[config.mk]
export PLATFORM = sky130hd
export DESIGN_NAME = vga_pattern_sequencer_flat
export DESIGN_NICKNAME = d
export VERILOG_FILES = /design/src/rtl/vga_pattern_sequencer_if.sv /design/src/rtl/vga_pattern_sequencer.sv /design/src/flat_wrapper.sv
export SDC_FILE = /design/constraint.sdc
export NUM_CORES = 1
export LEC_CHECK = 0
export CORE_UTILIZATION = 58
export CTS_BUF_LIST = sky130_fd_sc_hd__clkbuf_2 sky130_fd_sc_hd__clkbuf_4 sky130_fd_sc_hd__clkbuf_8
export DETAILED_ROUTE_END_ITERATION = 6
export MAX_ROUTING_LAYER = met4
export PLACE_DENSITY_LB_ADDON = 0.2
export SLEW_MARGIN = 20
export SYNTH_ARGS = -nofsm -noshare
export SYNTH_HDL_FRONTEND = slang
export SYNTH_SLANG_ARGS = --single-unit
[constraint.sdc]
create_clock -name clk_25MHz -period 3.1 [get_ports clk_25MHz]
set_input_delay 0.62 -clock clk_25MHz [delete_from_list [all_inputs] [get_ports clk_25MHz]]
set_output_delay 0.62 -clock clk_25MHz [all_outputs]
set_load 0.005 [all_outputs]
[src/rtl/vga_pattern_sequencer_if.sv]
// Host-side bundle for the VGA pattern sequencer: pause/step handshake plus
// the timing, sync and colour outputs of the pixel domain.
interface vga_pattern_sequencer_if;
    logic        pause;
    logic        step_req;
    logic        step_ack;
    logic [15:0] H_counter;
    logic [15:0] V_counter;
    logic        Hsync;
    logic        Vsync;
    logic        Red;
    logic        Green;
    logic        Blue;
    logic        frame_start;
    logic [2:0]  color_idx;

    modport master (
        output pause, step_req,
        input  step_ack, H_counter, V_counter, Hsync, Vsync,
               Red, Green, Blue, frame_start, color_idx
    );

    modport slave (
        input  pause, step_req,
        output step_ack, H_counter, V_counter, Hsync, Vsync,
               Red, Green, Blue, frame_start, color_idx
    );
endinterface

[src/rtl/vga_pattern_sequencer.sv]
// 640x480@60 VGA timing generator with an 8-colour test pattern that only
// changes colour on frame boundaries; dwell, pause and manual step control.
module vga_pattern_sequencer #(
    parameter int H_TOTAL         = 800,
    parameter int V_TOTAL         = 525,
    parameter int FRAMES_PER_STEP = 60,
    parameter int H_SYNC_LEN      = 96,
    parameter int H_ACT_START     = 144,
    parameter int H_ACT_END       = 784,
    parameter int V_SYNC_LEN      = 2,
    parameter int V_ACT_START     = 35,
    parameter int V_ACT_END       = 515
) (
    input  logic                    clk_25MHz,
    input  logic                    rst_n,
    vga_pattern_sequencer_if.slave  bus
);

    typedef enum logic [2:0] {
        ST_WHITE   = 3'd0,
        ST_RED     = 3'd1,
        ST_YELLOW  = 3'd2,
        ST_GREEN   = 3'd3,
        ST_CYAN    = 3'd4,
        ST_BLUE    = 3'd5,
        ST_MAGENTA = 3'd6,
        ST_BLACK   = 3'd7
    } state_t;

    localparam int DWELL_W = (FRAMES_PER_STEP > 1) ? $clog2(FRAMES_PER_STEP) : 1;

    logic [15:0]        h_q, v_q;
    logic               h_last, v_last, boundary, active;
    state_t             state_q, state_d;
    logic [DWELL_W-1:0] dwell_q, dwell_d;
    logic               pending_q, pending_d;
    logic               take_step, advance;
    logic [2:0]         color_q, color_d, rgb_q;
    logic               hsync_q, vsync_q, frame_start_q;

    // Colour word: bit 0 red, bit 1 green, bit 2 blue.
    function automatic logic [2:0] color_of(state_t s);
        case (s)
            ST_WHITE:   return 3'b111;
            ST_RED:     return 3'b001;
            ST_YELLOW:  return 3'b011;
            ST_GREEN:   return 3'b010;
            ST_CYAN:    return 3'b110;
            ST_BLUE:    return 3'b100;
            ST_MAGENTA: return 3'b101;
            ST_BLACK:   return 3'b000;
            default:    return 3'b000;
        endcase
    endfunction

    assign h_last   = (h_q == 16'(H_TOTAL - 1));
    assign v_last   = (v_q == 16'(V_TOTAL - 1));
    assign boundary = h_last && v_last;
    assign active   = (h_q >= 16'(H_ACT_START)) && (h_q < 16'(H_ACT_END)) &&
                      (v_q >= 16'(V_ACT_START)) && (v_q < 16'(V_ACT_END));

    always_comb begin
        // NOTE: every combinational output gets a default first so no path leaves it unassigned (no latch).
        state_d   = state_q;
        dwell_d   = dwell_q;
        pending_d = pending_q | bus.step_req;
        take_step = 1'b0;
        advance   = 1'b0;

        if (boundary) begin
            if (pending_q) begin
                // A pending request wins over pause and merges with dwell expiry.
                take_step = 1'b1;
                advance   = 1'b1;
                dwell_d   = '0;
                pending_d = bus.step_req;
            end else if (!bus.pause) begin
                if (dwell_q == DWELL_W'(FRAMES_PER_STEP - 1)) begin
                    advance = 1'b1;
                    dwell_d = '0;
                end else begin
                    dwell_d = dwell_q + DWELL_W'(1);
                end
            end
        end

        if (advance) state_d = state_t'(state_q + 3'd1);
        color_d = color_of(state_d);
    end

    always_ff @(posedge clk_25MHz) begin
        // NOTE: reset is sampled on the clock edge only; registers use non-blocking assignment.
        if (!rst_n) begin
            h_q           <= '0;
            v_q           <= '0;
            state_q       <= ST_WHITE;
            dwell_q       <= '0;
            pending_q     <= 1'b0;
            color_q       <= 3'b111;
            rgb_q         <= 3'b000;
            hsync_q       <= 1'b0;
            vsync_q       <= 1'b0;
            frame_start_q <= 1'b0;
        end else begin
            h_q <= h_last ? '0 : h_q + 16'd1;
            if (h_last) v_q <= v_last ? '0 : v_q + 16'd1;

            hsync_q       <= (h_q < 16'(H_SYNC_LEN));
            vsync_q       <= (v_q < 16'(V_SYNC_LEN));
            frame_start_q <= (h_q == 16'd0) && (v_q == 16'd0);
            rgb_q         <= active ? color_q : 3'b000;

            state_q   <= state_d;
            dwell_q   <= dwell_d;
            pending_q <= pending_d;
            color_q   <= color_d;
        end
    end

    assign bus.H_counter   = h_q;
    assign bus.V_counter   = v_q;
    assign bus.Hsync       = hsync_q;
    assign bus.Vsync       = vsync_q;
    assign bus.Red         = rgb_q[0];
    assign bus.Green       = rgb_q[1];
    assign bus.Blue        = rgb_q[2];
    assign bus.frame_start = frame_start_q;
    assign bus.color_idx   = state_q;
    assign bus.step_ack    = take_step;

endmodule

[src/flat_wrapper.sv]
// flat-port wrapper written by rule: the top's interface ports become plain ports
module vga_pattern_sequencer_flat 
#(
    parameter int H_TOTAL         = 800,
    parameter int V_TOTAL         = 525,
    parameter int FRAMES_PER_STEP = 60,
    parameter int H_SYNC_LEN      = 96,
    parameter int H_ACT_START     = 144,
    parameter int H_ACT_END       = 784,
    parameter int V_SYNC_LEN      = 2,
    parameter int V_ACT_START     = 35,
    parameter int V_ACT_END       = 515
)
  (clk_25MHz, rst_n, bus_pause, bus_step_req, bus_step_ack, bus_H_counter, bus_V_counter, bus_Hsync, bus_Vsync, bus_Red, bus_Green, bus_Blue, bus_frame_start, bus_color_idx);
  vga_pattern_sequencer_if bus_i ();
  input  logic clk_25MHz;
  input  logic rst_n;
  input wire logic [$bits(bus_i.pause)-1:0] bus_pause;
  input wire logic [$bits(bus_i.step_req)-1:0] bus_step_req;
  output wire logic [$bits(bus_i.step_ack)-1:0] bus_step_ack;
  output wire logic [$bits(bus_i.H_counter)-1:0] bus_H_counter;
  output wire logic [$bits(bus_i.V_counter)-1:0] bus_V_counter;
  output wire logic [$bits(bus_i.Hsync)-1:0] bus_Hsync;
  output wire logic [$bits(bus_i.Vsync)-1:0] bus_Vsync;
  output wire logic [$bits(bus_i.Red)-1:0] bus_Red;
  output wire logic [$bits(bus_i.Green)-1:0] bus_Green;
  output wire logic [$bits(bus_i.Blue)-1:0] bus_Blue;
  output wire logic [$bits(bus_i.frame_start)-1:0] bus_frame_start;
  output wire logic [$bits(bus_i.color_idx)-1:0] bus_color_idx;
  assign bus_i.pause = bus_pause;
  assign bus_i.step_req = bus_step_req;
  assign bus_step_ack = bus_i.step_ack;
  assign bus_H_counter = bus_i.H_counter;
  assign bus_V_counter = bus_i.V_counter;
  assign bus_Hsync = bus_i.Hsync;
  assign bus_Vsync = bus_i.Vsync;
  assign bus_Red = bus_i.Red;
  assign bus_Green = bus_i.Green;
  assign bus_Blue = bus_i.Blue;
  assign bus_frame_start = bus_i.frame_start;
  assign bus_color_idx = bus_i.color_idx;
  vga_pattern_sequencer #(.H_TOTAL(H_TOTAL), .V_TOTAL(V_TOTAL), .FRAMES_PER_STEP(FRAMES_PER_STEP), .H_SYNC_LEN(H_SYNC_LEN), .H_ACT_START(H_ACT_START), .H_ACT_END(H_ACT_END), .V_SYNC_LEN(V_SYNC_LEN), .V_ACT_START(V_ACT_START), .V_ACT_END(V_ACT_END)) u_core (.clk_25MHz(clk_25MHz), .rst_n(rst_n), .bus(bus_i));
endmodule
# Word-level counts from Yosys, hierarchy flattened
# Memories as Yosys holds them, arrays and structs flattened. A register that Yosys moved wholly into a read port is not among the register bits.
# Cells that the tools add are included.
# W data, S select, Z words.
# totals
register_bits	48
rom_bits	24
input_bits	4
out_inout_bits	42
wordCells	50
n_memories	1
# mem_list
name	depth	width	read_ports	rd_clocked_by_memory_dff	write_ports	line_no	rtl
(no name shown)	8	3	1	1	0	vga_pattern_sequencer.sv:43	case (s)
# op_classes
n_addsub	4
n_lt_le_gt_ge	6
eq_ne	4
n_mux	13
bitwise_logic	2
n_reduce_logical	11
# op_table
op	count
$add A16 B1 Y16 const B	2
$eq A16 B10 Y1 const B	2
$logic_not A16 Y1	2
$lt A16 B10 Y1 const B	2
$mux W6	3
$ge A16 B6 Y1 const B	1
$ge A16 B8 Y1 const B	1
$lt A16 B2 Y1 const B	1
$lt A16 B7 Y1 const B	1
$mux W16	1
$mux W1	8
$add A6 B1 Y6 const B	1
$eq A6 B6 Y1 const B	1
$logic_and A1 B1 Y1	5
$reduce_and A2 Y1	2
$add A3 B1 Y3 const B	1
$mux W3	1
$ne A2 B1 Y1 const B	1
$reduce_or A2 Y1	1
$logic_not A1 Y1	1
$not A1 Y1	1
$or A1 B1 Y1	1

# Logic depth before layout (Yosys ltp)
# Gate-level depths: netlist of the first run.
# logic_depth
depth_word	6
ltp_mapped	9
mapped_depth_nobuf	7

# Worst setup path before layout of the first run
# No wires, ideal clock.
# synth_timing
path_kind	reg-to-output
from	register u_core.v_q[2] (netlist: u_core.bus.V_counter[2])
to	output port bus_step_ack
t_arrival_ns	1.379
required_ns	2.480
slack_ns	1.101
path_stages_with_launch	7
cell_sequence	dfxtp_1 -> nand2_1 -> clkbuf_1 -> clkbuf_1 -> nor2_1 -> nand2_1 -> nor4_1
# synth_via
elab_chain_len	3
# synth_lines
element	line_no	rtl
from (decl)	vga_pattern_sequencer.sv:32	logic [15:0] h_q, v_q;
from (signal assigned)	vga_pattern_sequencer.sv:106	if (h_last) v_q <= v_last ? '0 : v_q + 16'd1;
$eq A16 B10 Y1	vga_pattern_sequencer.sv:57	assign v_last = (v_q == 16'(V_TOTAL - 1));
$logic_and A1 B1 Y1	vga_pattern_sequencer.sv:58	assign boundary = h_last && v_last;
$mux W1	vga_pattern_sequencer.sv:70	if (boundary) begin
to (decl)	flat_wrapper.sv:20	output wire logic [$bits(bus_i.step_ack)-1:0] bus_step_ack;
# Every way passes these cells.

# Worst setup path after layout of the first run
# layout_timing
from	register u_core.h_q[0] (netlist: u_core.bus.H_counter[0])
to	output port bus_step_ack
# layout_via
elab_chain_len	3
# layout_lines
element	line_no	rtl
from (decl)	vga_pattern_sequencer.sv:32	
from (signal assigned)	vga_pattern_sequencer.sv:105	h_q <= h_last ? '0 : h_q + 16'd1;
$eq A16 B10 Y1	vga_pattern_sequencer.sv:56	assign h_last = (h_q == 16'(H_TOTAL - 1));
$logic_and A1 B1 Y1	vga_pattern_sequencer.sv:58	
$mux W1	vga_pattern_sequencer.sv:70	
# Every way passes these cells.

==> run_results.csv, run 1 <==
group,metric,value,unit
outcome,outcome,"complete, no violations",
die,initial_utilization,62.4,%
worst_setup_path,path_cells,"ha_1, and4_1, nand4_1, nor4_2, clkdlybuf4s50_1",
synthesis,synth.ff_latch_count,51,
finish,drive_gt1_share,6.16,%
synthesis,ys_types,46,
finish,multi_input_area,1440,um2
route,vias_per_cell,5.78,
synthesis,yosys_most_used_dff,"dfxtp_1",
power_and_ir_drop,leakage,0.00106,uW
die,dieArea,4700,um2
sta,hold_viol_final,0,
grt,grt-ovfl-total,0,
synthesis,yosys-top-cells-area,"dfxtp_1, xnor2_1, nor2_1, nand3_1, nand4_1",
synthesis,ys_seq_area_share,39.7,%
route,ant_nets,0,
synthesis,synth_simple_gate_area_share,33.0,%
finish,finalNetCount,350,
sta,fmax,342,MHz
clock_network,clk_latency,0.31,ns
synthesis,syn_area,2570,um2
clock_network,clockRootBuffer,"clkbuf_8",
route,wl,5390,um
synthesis,synth_edf_count,0,
die,die_w,68.6,um
sta,setup_viol,0,
die,ios,46,
route,remaining_drc_errors,0,
route,wire_per_inst,13.8,um
synthesis,muxShareOfSynthArea,1.95,%
placement,portBuffers,45,
finish,syn_to_final_growth,22.5,%
synthesis,synth_most_common_cell,"dfxtp_1",
synthesis,syn_nets,311,
hold_path,hold-path-endpoint,"u_core.rgb_q[2]",
sta,slew_viol_final,0,
synthesis,synth_common_cells,"dfxtp_1, nor2_1, xnor2_1",
worst_setup_path,critPathRequiredTime,2.48,ns
worst_setup_path,crit_type,"reg -> out",
hold_path,hold_class,"reg -> reg",
sta,period_needed,2.93,ns
hold_path,min_path_cells,1,
worst_setup_path,critPathSlowestCell,"clkdlybuf4s50_1",
worst_setup_path,cp-start-kind,"flip-flop",
finish,seq_area,1020,um2
route,first_pass_iters,4,
synthesis,synth-xor-area-share,11.3,%
sta,max_slew_margin,57.2,%
placement,gp_congestion,0.882,
finish,stdcell_area,3150,um2
clock_network,cts.htree.levels,2,
synthesis,yosysWarnings,0,
sta,skew,0.0134,ns
grt,antenna_found_initial,0,
finish,finalNonFillerCells,391,
worst_setup_path,path_max_fanout,6,
worst_setup_path,end_kind,"output port",
clock_network,cts.sinks,51,
run,maxCapViolCount,0,
placement,hpwlAfterDp,3940,um
route,vias,2259,
synthesis,synth_area_per_cell,8.53,um2
finish,antenna_cells,0,
clock_network,clk_path_buf_depth,2,
synthesis,syn_inst,301,
synthesis,synth-adder-area-share,3.70,%
grt,grt_use_total,25.9,%
worst_setup_path,cp_slowest_stage_delay,0.54,ns
clock_network,cts_tree,"done",
worst_setup_path,r2r_cells,7,
sta,fin_ws,0.173,ns
synthesis,synth_area_leader_cell,"dfxtp_1",
die,die_h,68.6,um
power_and_ir_drop,power_density,374,nW/um2
sta,worstMarginPinSlew,0.637,ns
clock_network,clkTransAtPathRegs,0.09,ns
synthesis,synth_compound_area_share,5.70,%
worst_setup_path,r2r_slack,0.83,ns
placement,place_ws,0.471,ns
synthesis,ys_async_sr_fraction,0,%
synthesis,synth_top_family_by_area,"simple AND/OR/NAND/NOR gates",
finish,post-route-util,76.4,%
sta,period_share,94.4,%
grt,grt_pass1_vias,1976,
finish,nFillCells,324,
grt,grt_max_degree,22,
worst_setup_path,arrival,2.31,ns
placement,placed_cells_incl_taps,383,
power_and_ir_drop,irDropWorstVdd,0.000291,V
worst_setup_path,rr_startpoint,"u_core.bus.H_counter[0]",
synthesis,synth.top_cell.area_share,39.7,%
sta,fin_tns_setup,0,ns
die,num_rows,23,
route,initialDrtViolationCount,145,
die,coreArea,4120,um2
worst_setup_path,timing.rr.end,"u_core.bus.V_counter[14]",
sta,rsz0062_at_grt,"no",
placement,dpl-instance-area,3030,um2
hold_path,worstHoldStart,"u_core.color_q[2]",
clock_network,ctsHoldBuffers,0,
clock_network,cts_inserted_buffers,5,
grt,grt_pass1_wl,8840,um
[through the flow]
stage                     hold WS (ns)  total power, uW
after floorplan                  0.406              712
after global placement           0.410              733
after detailed placement         0.415              735
after CTS                        0.438             1190
after global routing             0.464             1220
final                            0.435             1180
[repair_timing]
item	4_1_cts	5_1_grt
resized for setup	0	1
setup endpoints to repair	0	1
setup buffers	0	0
[worst max-delay path: cells and delay by family, from the launching register on]
family	cells	cell delay (ns)
AND/OR/NAND/NOR	3	0.80
flip-flops	1	0.42
adder cells (fa/ha/maj)	1	0.24
buffers and inverters	1	0.54
[area by class of cell]
type | count | area share (%)
clock inverter | 3 | 1.39
inverter | 9 | 1.07
timing repair buffer | 49 | 15.3
tap | 50 | 1.99
multi-input combinational | 224 | 45.6
clock buffer | 5 | 2.19
sequential | 51 | 32.5
[sequential cells by signal, summed over array words and instances (netlist names)]
signal,count
u_core.bus.H_counter,16
u_core.bus.V_counter,16
u_core.dwell_q,6
u_core.bus.color_idx,3
u_core.color_q,3
u_core.rgb_q,3
u_core.bus.Hsync,1
u_core.bus.Vsync,1
u_core.bus.frame_start,1
u_core.pending_q,1
[how the worst max path moves through the flow]
stage	startpoint	end	slack, ns
global placement	u_core.bus.H_counter[0]	bus_step_ack	0.50
floorplan	u_core.bus.V_counter[2]	bus_step_ack	1.10
finish	u_core.bus.H_counter[0]	bus_step_ack	0.17
CTS	u_core.bus.H_counter[0]	bus_step_ack	0.13
global route	u_core.bus.H_counter[0]	bus_step_ack	0.03
detailed placement	u_core.bus.H_counter[0]	bus_step_ack	0.47
[kinds of logic (layout without fill, tap and decap cells)]
kind of cell             count (synthesis)  after routing
AO/OA/AOI/OAI                           22             22
flip-flops                              51             51
XOR/XNOR                                33             33
buffers and inverters                   26             66
multiplexers                             5              5
adder cells (fa/ha/maj)                  8              8
AND/OR/NAND/NOR                        156            156
[per-layer routing]
layer	part of all wire, %	routed length (um)	track usage [%]	vias up
li1	-	-	-	1131
met1	45	2420	31.9	1054
met2	48	2590	41.3	59
met3	4.7	255	5.43	15
met4	2.2	118	9.90	0
met5	0	0	-	-
[cell usage in the layout, fill, tap and decap left out, types with 2 or more instances in the layout]
cell type        Yosys  routed
nand4_1             13      13
mux2i_1              5       5
o21ai_0              2       2
nor2_1              48      48
xor2_1               9       9
a21oi_1              6       6
maj3_1               2       2
and4_1               3       3
clkdlybuf4s50_1      0      45
nor4_4               2       2
o31ai_1              2       2
and2_1               5       5
nor3_1              16      16
a31oi_1              2       2
nor4_2               1       2
xnor2_1             24      24
dfxtp_1             51      51
inv_1                9       9
ha_1                 6       6
nand2b_1             3       3
buf_4                0       4
nand2_1             20      20
nand3_1             19      19
clkbuf_8             0       5
and3_1               3       3
nor4_1              13      12
[power breakdown]
group	total [uW]	switching, uW	internal, uW
clock network	457	217	240
registers	668	6.34	662
logic	51.5	28.8	22.7
Note: power is estimated with default switching activity, not from simulation.
==> run 2, diff against run 1 <==
--- a/config.mk
+++ b/config.mk
@@ -5,7 +5,7 @@
 export SDC_FILE = /design/constraint.sdc
 export NUM_CORES = 1
 export LEC_CHECK = 0
-export CORE_UTILIZATION = 58
+export CORE_UTILIZATION = 54
 export CTS_BUF_LIST = sky130_fd_sc_hd__clkbuf_2 sky130_fd_sc_hd__clkbuf_4 sky130_fd_sc_hd__clkbuf_8
 export DETAILED_ROUTE_END_ITERATION = 6
 export MAX_ROUTING_LAYER = met4
==> constraint.sdc (replaced) <==
create_clock -name clk_25MHz -period 3 [get_ports clk_25MHz]
set_input_delay 0.6 -clock clk_25MHz [delete_from_list [all_inputs] [get_ports clk_25MHz]]
set_output_delay 0.6 -clock clk_25MHz [all_outputs]
set_load 0.005 [all_outputs]
==> run_results.csv, run 2 (synthesized netlist as in run 1, its figures left out) <==
group,metric,value,unit
worst_setup_path,cp_slowest_stage_delay,0.54,ns
worst_setup_path,path_max_fanout,6,
route,remaining_drc_errors,4,
grt,grt_pass1_vias,2017,
placement,gp_congestion,0.904,
sta,worstMarginPinSlew,0.619,ns
worst_setup_path,end_kind,"output port",
clock_network,cts.sinks,51,
die,initial_utilization,57.4,%
finish,finalNetCount,351,
finish,drive_gt1_share,6.73,%
finish,stdcell_area,3150,um2
finish,seq_area,1020,um2
sta,holdWs,0.432,ns
worst_setup_path,critPathTopFamily,"simple AND/OR/NAND/NOR gates",
sta,max_slew_margin,57.6,%
hold_path,worstHoldStart,"u_core.color_q[1]",
placement,portBuffers,45,
clock_network,ctsHoldBuffers,0,
power_and_ir_drop,power_density,374,nW/um2
grt,grt-ovfl-total,0,
grt,antenna_found_initial,0,
route,first_pass_iters,6,
placement,dpl-instance-area,3040,um2
outcome,violations,"design-rule violations",
die,die_h,71.0,um
outcome,outcome,"complete, but fails checks",
route,ant_nets,0,
worst_setup_path,critPathSlowestCell,"clkdlybuf4s50_1",
sta,period_needed,2.79,ns
finish,layout_commonest_cell,"dfxtp_1",
clock_network,clk_path_buf_depth,2,
route,wire_per_inst,14.2,um
clock_network,cts_inserted_buffers,5,
finish,multi_input_area,1440,um2
placement,hpwlAfterDp,4020,um
worst_setup_path,crit_type,"reg -> out",
die,ios,46,
sta,fin_tns_setup,0,ns
die,dieArea,5040,um2
route,initialDrtViolationCount,188,
finish,antenna_cells,0,
worst_setup_path,cp-start-kind,"flip-flop",
sta,fmax,358,MHz
clock_network,clockRootBuffer,"clkbuf_8",
worst_setup_path,crit_buf_inv,1,
sta,rsz0062_at_grt,"no",
sta,slew_viol_final,0,
route,wl_met2,2690,um
grt,grt_use_total,25.0,%
finish,nFillCells,391,
worst_setup_path,path_cells,"ha_2, and4_1, nand4_1, nor4_2, clkdlybuf4s50_1",
die,die_w,71.0,um
hold_path,hold_class,"reg -> reg",
sta,skew,0.00575,ns
finish,syn_to_final_growth,22.6,%
route,wl,5600,um
placement,place_ws,0.378,ns
route,wl_met3,224,um
run,maxCapViolCount,0,
sta,hold_viol_final,0,
sta,setup_viol,0,
worst_setup_path,critPathRequiredTime,2.40,ns
power_and_ir_drop,irDropWorstVdd,0.000299,V
finish,final_cell_mix,"dfxtp_1, nor2_1, clkdlybuf4s50_1, xnor2_1, nand2_1",
power_and_ir_drop,leakage,0.00106,uW
sta,period_share,93.0,%
clock_network,cts_tree,"done",
route,vias_per_cell,5.61,
die,num_rows,24,
worst_setup_path,arrival,2.19,ns
worst_setup_path,rr_startpoint,"u_core.bus.H_counter[0]",
route,met1Wirelength,2650,um
sta,fin_ws,0.209,ns
worst_setup_path,critical_path.startpoint,"u_core.bus.H_counter[0]",
clock_network,clk_latency,0.30,ns
grt,grt_max_degree,20,
grt,grt_pass1_wl,9540,um
clock_network,cts.htree.levels,2,
route,vias,2212,
die,coreArea,4470,um2
clock_network,clkTransAtPathRegs,0.08,ns
finish,post-route-util,70.4,%
route,top_layer,"met4",
-- run 2: final cells by class --
cell class	count	area share, %
Clock buffer	8	3.30
Tap cell	52	2.07
Inverter	9	1.07
Timing Repair Buffer	50	15.5
Sequential cell	51	32.4
Multi-Input combinational cell	224	45.6
-- run 2: power by group --
group / switching (uW) / internal, uW
Sequential: 6.81 / 683
Combinational: 29.4 / 23.6
Clock: 215 / 220
Total: 251 / 927
-- run 2: layer usage --
| metal | track usage, % | up-vias |
|---|---|---|
| met4 | 7.33 | 0 |
| met1 | 31.7 | 1030 |
| met5 | - | - |
| met3 | 5.98 | 2 |
| li1 | - | 1133 |
| met2 | 39.9 | 47 |
-- run 2: worst paths after layout --
kind | end | slack [ns] | depth (start not counted)
max | bus_step_ack | 0.21 | 5
min | u_core.rgb_q[1] | 0.43 | 1
max reg2reg | u_core.bus.V_counter[7] | 0.75 | 6
min reg2reg | u_core.rgb_q[1] | 0.43 | 1
-- run 2: repair_timing --
| action | 4_1_cts | 5_1_grt |
|---|---|---|
| endpoints found under the setup margin | 0 | 1 |
| buffers inserted | 0 | 0 |
| gates resized for setup | 0 | 2 |
-- run 2: worst register-to-register path, stage by stage, from the launching register on --
cell     delay (ns)
dfxtp_1        0.41
ha_2           0.24
and4_1         0.26
nand4_1        0.28
or3_1          0.53
nand2_2        0.30
nor2_1         0.11
-- run 2: per-stage QoR --
stage               cells  power (uW)
CTS                   394        1190
global placement      386         758
detailed placement    386         759
finish                394        1180
floorplan             301         735
global route          394        1230
==> run 3, diff against run 2 <==
--- a/config.mk
+++ b/config.mk
@@ -10,6 +10,7 @@
 export DETAILED_ROUTE_END_ITERATION = 6
 export MAX_ROUTING_LAYER = met4
 export PLACE_DENSITY_LB_ADDON = 0.2
+export RECOVER_POWER = 25
 export SLEW_MARGIN = 20
 export SYNTH_ARGS = -nofsm -noshare
 export SYNTH_HDL_FRONTEND = slang
==> run_results.csv, run 3 (synthesized netlist as in run 1, its figures left out) <==
group,metric,value,unit
outcome,outcome,"complete, but fails checks",
outcome,violations,"design-rule violations",
clock_network,clkTransAtPathRegs,0.08,ns
die,num_rows,24,
clock_network,cts_tree,"done",
power_and_ir_drop,p_sw_share,21.3,%
route,wire_per_inst,14.3,um
power_and_ir_drop,p_comb_share,4.3,%
finish,antenna_cells,0,
die,die_h,71.0,um
sta,fmax,358,MHz
power_and_ir_drop,power_density,373,nW/um2
sta,period_share,93.2,%
power_and_ir_drop,irDropWorstVdd,0.000299,V
worst_setup_path,critPathTopFamily,"simple AND/OR/NAND/NOR gates",
grt,grt_pass1_vias,2017,
sta,rsz0062_at_grt,"no",
grt,grt_pass1_wl,9540,um
worst_setup_path,crit_buf_inv,1,
sta,slew_viol_final,0,
placement,portBuffers,45,
power_and_ir_drop,clock_power_share,37.0,%
finish,finalNetCount,351,
clock_network,cts_setup_buffers,0,
sta,setup_viol,0,
sta,fin_tns_setup,0,ns
finish,post-route-util,70.3,%
power_and_ir_drop,seqPwrFrac,58.7,%
worst_setup_path,cp_slowest_stage_delay,0.54,ns
finish,finalNonFillerCells,394,
finish,syn_to_final_growth,22.5,%
clock_network,cts-resized-gates,0,
die,ios,46,
die,die_w,71.0,um
route,ant_nets,0,
placement,hpwlAfterDp,4020,um
sta,hold_viol_final,0,
placement,placed_cells_incl_taps,386,
power_and_ir_drop,leakage,0.00111,uW
clock_network,clockRootBuffer,"clkbuf_8",
worst_setup_path,path_cells,"ha_1, and4_1, nand4_1, nor4_2, clkdlybuf4s50_1",
finish,drive_gt1_share,6.43,%
worst_setup_path,crit_type,"reg -> out",
sta,max_slew_margin,57.3,%
run,maxCapViolCount,0,
worst_setup_path,path_max_fanout,6,
clock_network,cts.sinks,51,
clock_network,clk_latency,0.30,ns
worst_setup_path,end_kind,"output port",
clock_network,clk_path_buf_depth,2,
route,vias_per_cell,5.63,
die,initial_utilization,57.4,%
finish,nFillCells,392,
grt,antenna_found_initial,0,
power_and_ir_drop,p_int,924,uW
hold_path,hold_class,"reg -> reg",
worst_setup_path,cp-start-kind,"flip-flop",
die,dieArea,5040,um2
route,initialDrtViolationCount,190,
route,wl,5630,um
sta,skew,0.00551,ns
worst_setup_path,arrival,2.20,ns
placement,gp_congestion,0.904,
finish,final_cell_mix,"dfxtp_1, nor2_1, clkdlybuf4s50_1, xnor2_1, nand2_1",
finish,layout_commonest_cell,"dfxtp_1",
grt,grt-ovfl-total,0,
sta,worstMarginPinSlew,0.624,ns
grt,grt_use_total,25.0,%
power_and_ir_drop,switchingPower,251,uW
route,remaining_drc_errors,4,
sta,period_needed,2.80,ns
worst_setup_path,critPathSlowestCell,"clkdlybuf4s50_1",
route,vias,2219,
clock_network,cts_inserted_buffers,5,
clock_network,ctsHoldBuffers,0,
worst_setup_path,critPathRequiredTime,2.40,ns
route,first_pass_iters,7,
grt,grt_max_degree,20,
clock_network,cts.htree.levels,2,
die,coreArea,4470,um2
==> run 3: cell types whose count changed in the layout (fill, tap and decap cells not counted) <==
cell / delta
ha_2: -1
clkdlybuf4s50_1: -17
ha_1: +1
dlygate4sd3_1: +17
==> run 3: metal layers <==
layer  wire, um  vias to the layer above  global-route usage [%]
li1           -                     1140                       -
met1       2690                     1031                    31.7
met2       2700                       46                    39.9
met3        202                        2                    5.98
met4         38                        0                    7.33
met5          0                        -                       -
==> run 3: through the flow <==
stage / worst slack (ns) / cell area (um2) / power, uW / hold WS, ns
2_1_floorplan: 1.02 / 2570 / 735 / 0.406
3_3_place_gp: 0.414 / 3040 / 758 / 0.409
3_5_place_dp: 0.378 / 3040 / 759 / 0.414
4_1_cts: 0.0258 / 3140 / 1190 / 0.434
5_1_grt: 0.0607 / 3150 / 1230 / 0.456
6_report: 0.205 / 3150 / 1180 / 0.432
==> run 3: final cells by class <==
| type | instances | area [um2] | share of cell area, % |
|---|---|---|---|
| Inverter | 9 | 33.8 | 1.07 |
| Sequential cell | 51 | 1020 | 32.4 |
| Multi-Input combinational cell | 224 | 1440 | 45.6 |
| Tap cell | 52 | 65.1 | 2.07 |
| Timing Repair Buffer | 50 | 488 | 15.5 |
| Clock buffer | 8 | 104 | 3.30 |
==> run 3: worst paths after layout <==
| check | from | to | slack [ns] | cells past startpoint |
|---|---|---|---|---|
| hold reg to reg | u_core.color_q[1] | u_core.rgb_q[1] | 0.43 | 1 |
| setup / recovery | u_core.bus.H_counter[0] | bus_step_ack | 0.20 | 5 |
| setup reg to reg | u_core.bus.H_counter[0] | u_core.bus.V_counter[7] | 0.74 | 6 |
| hold / removal | u_core.color_q[1] | u_core.rgb_q[1] | 0.43 | 1 |
==> run 3: power by group through the flow <==
| stage | registers [uW] | logic, uW | clock network, uW |
|---|---|---|---|
| 5_1_grt | 691 | 57.1 | 477 |
| 6_report | 690 | 50.9 | 435 |
| 3_5_place_dp | 706 | 52.8 | 0 |
| 2_1_floorplan | 705 | 30.4 | 0 |
| 4_1_cts | 690 | 53.0 | 448 |
| 3_3_place_gp | 706 | 52.0 | 0 |
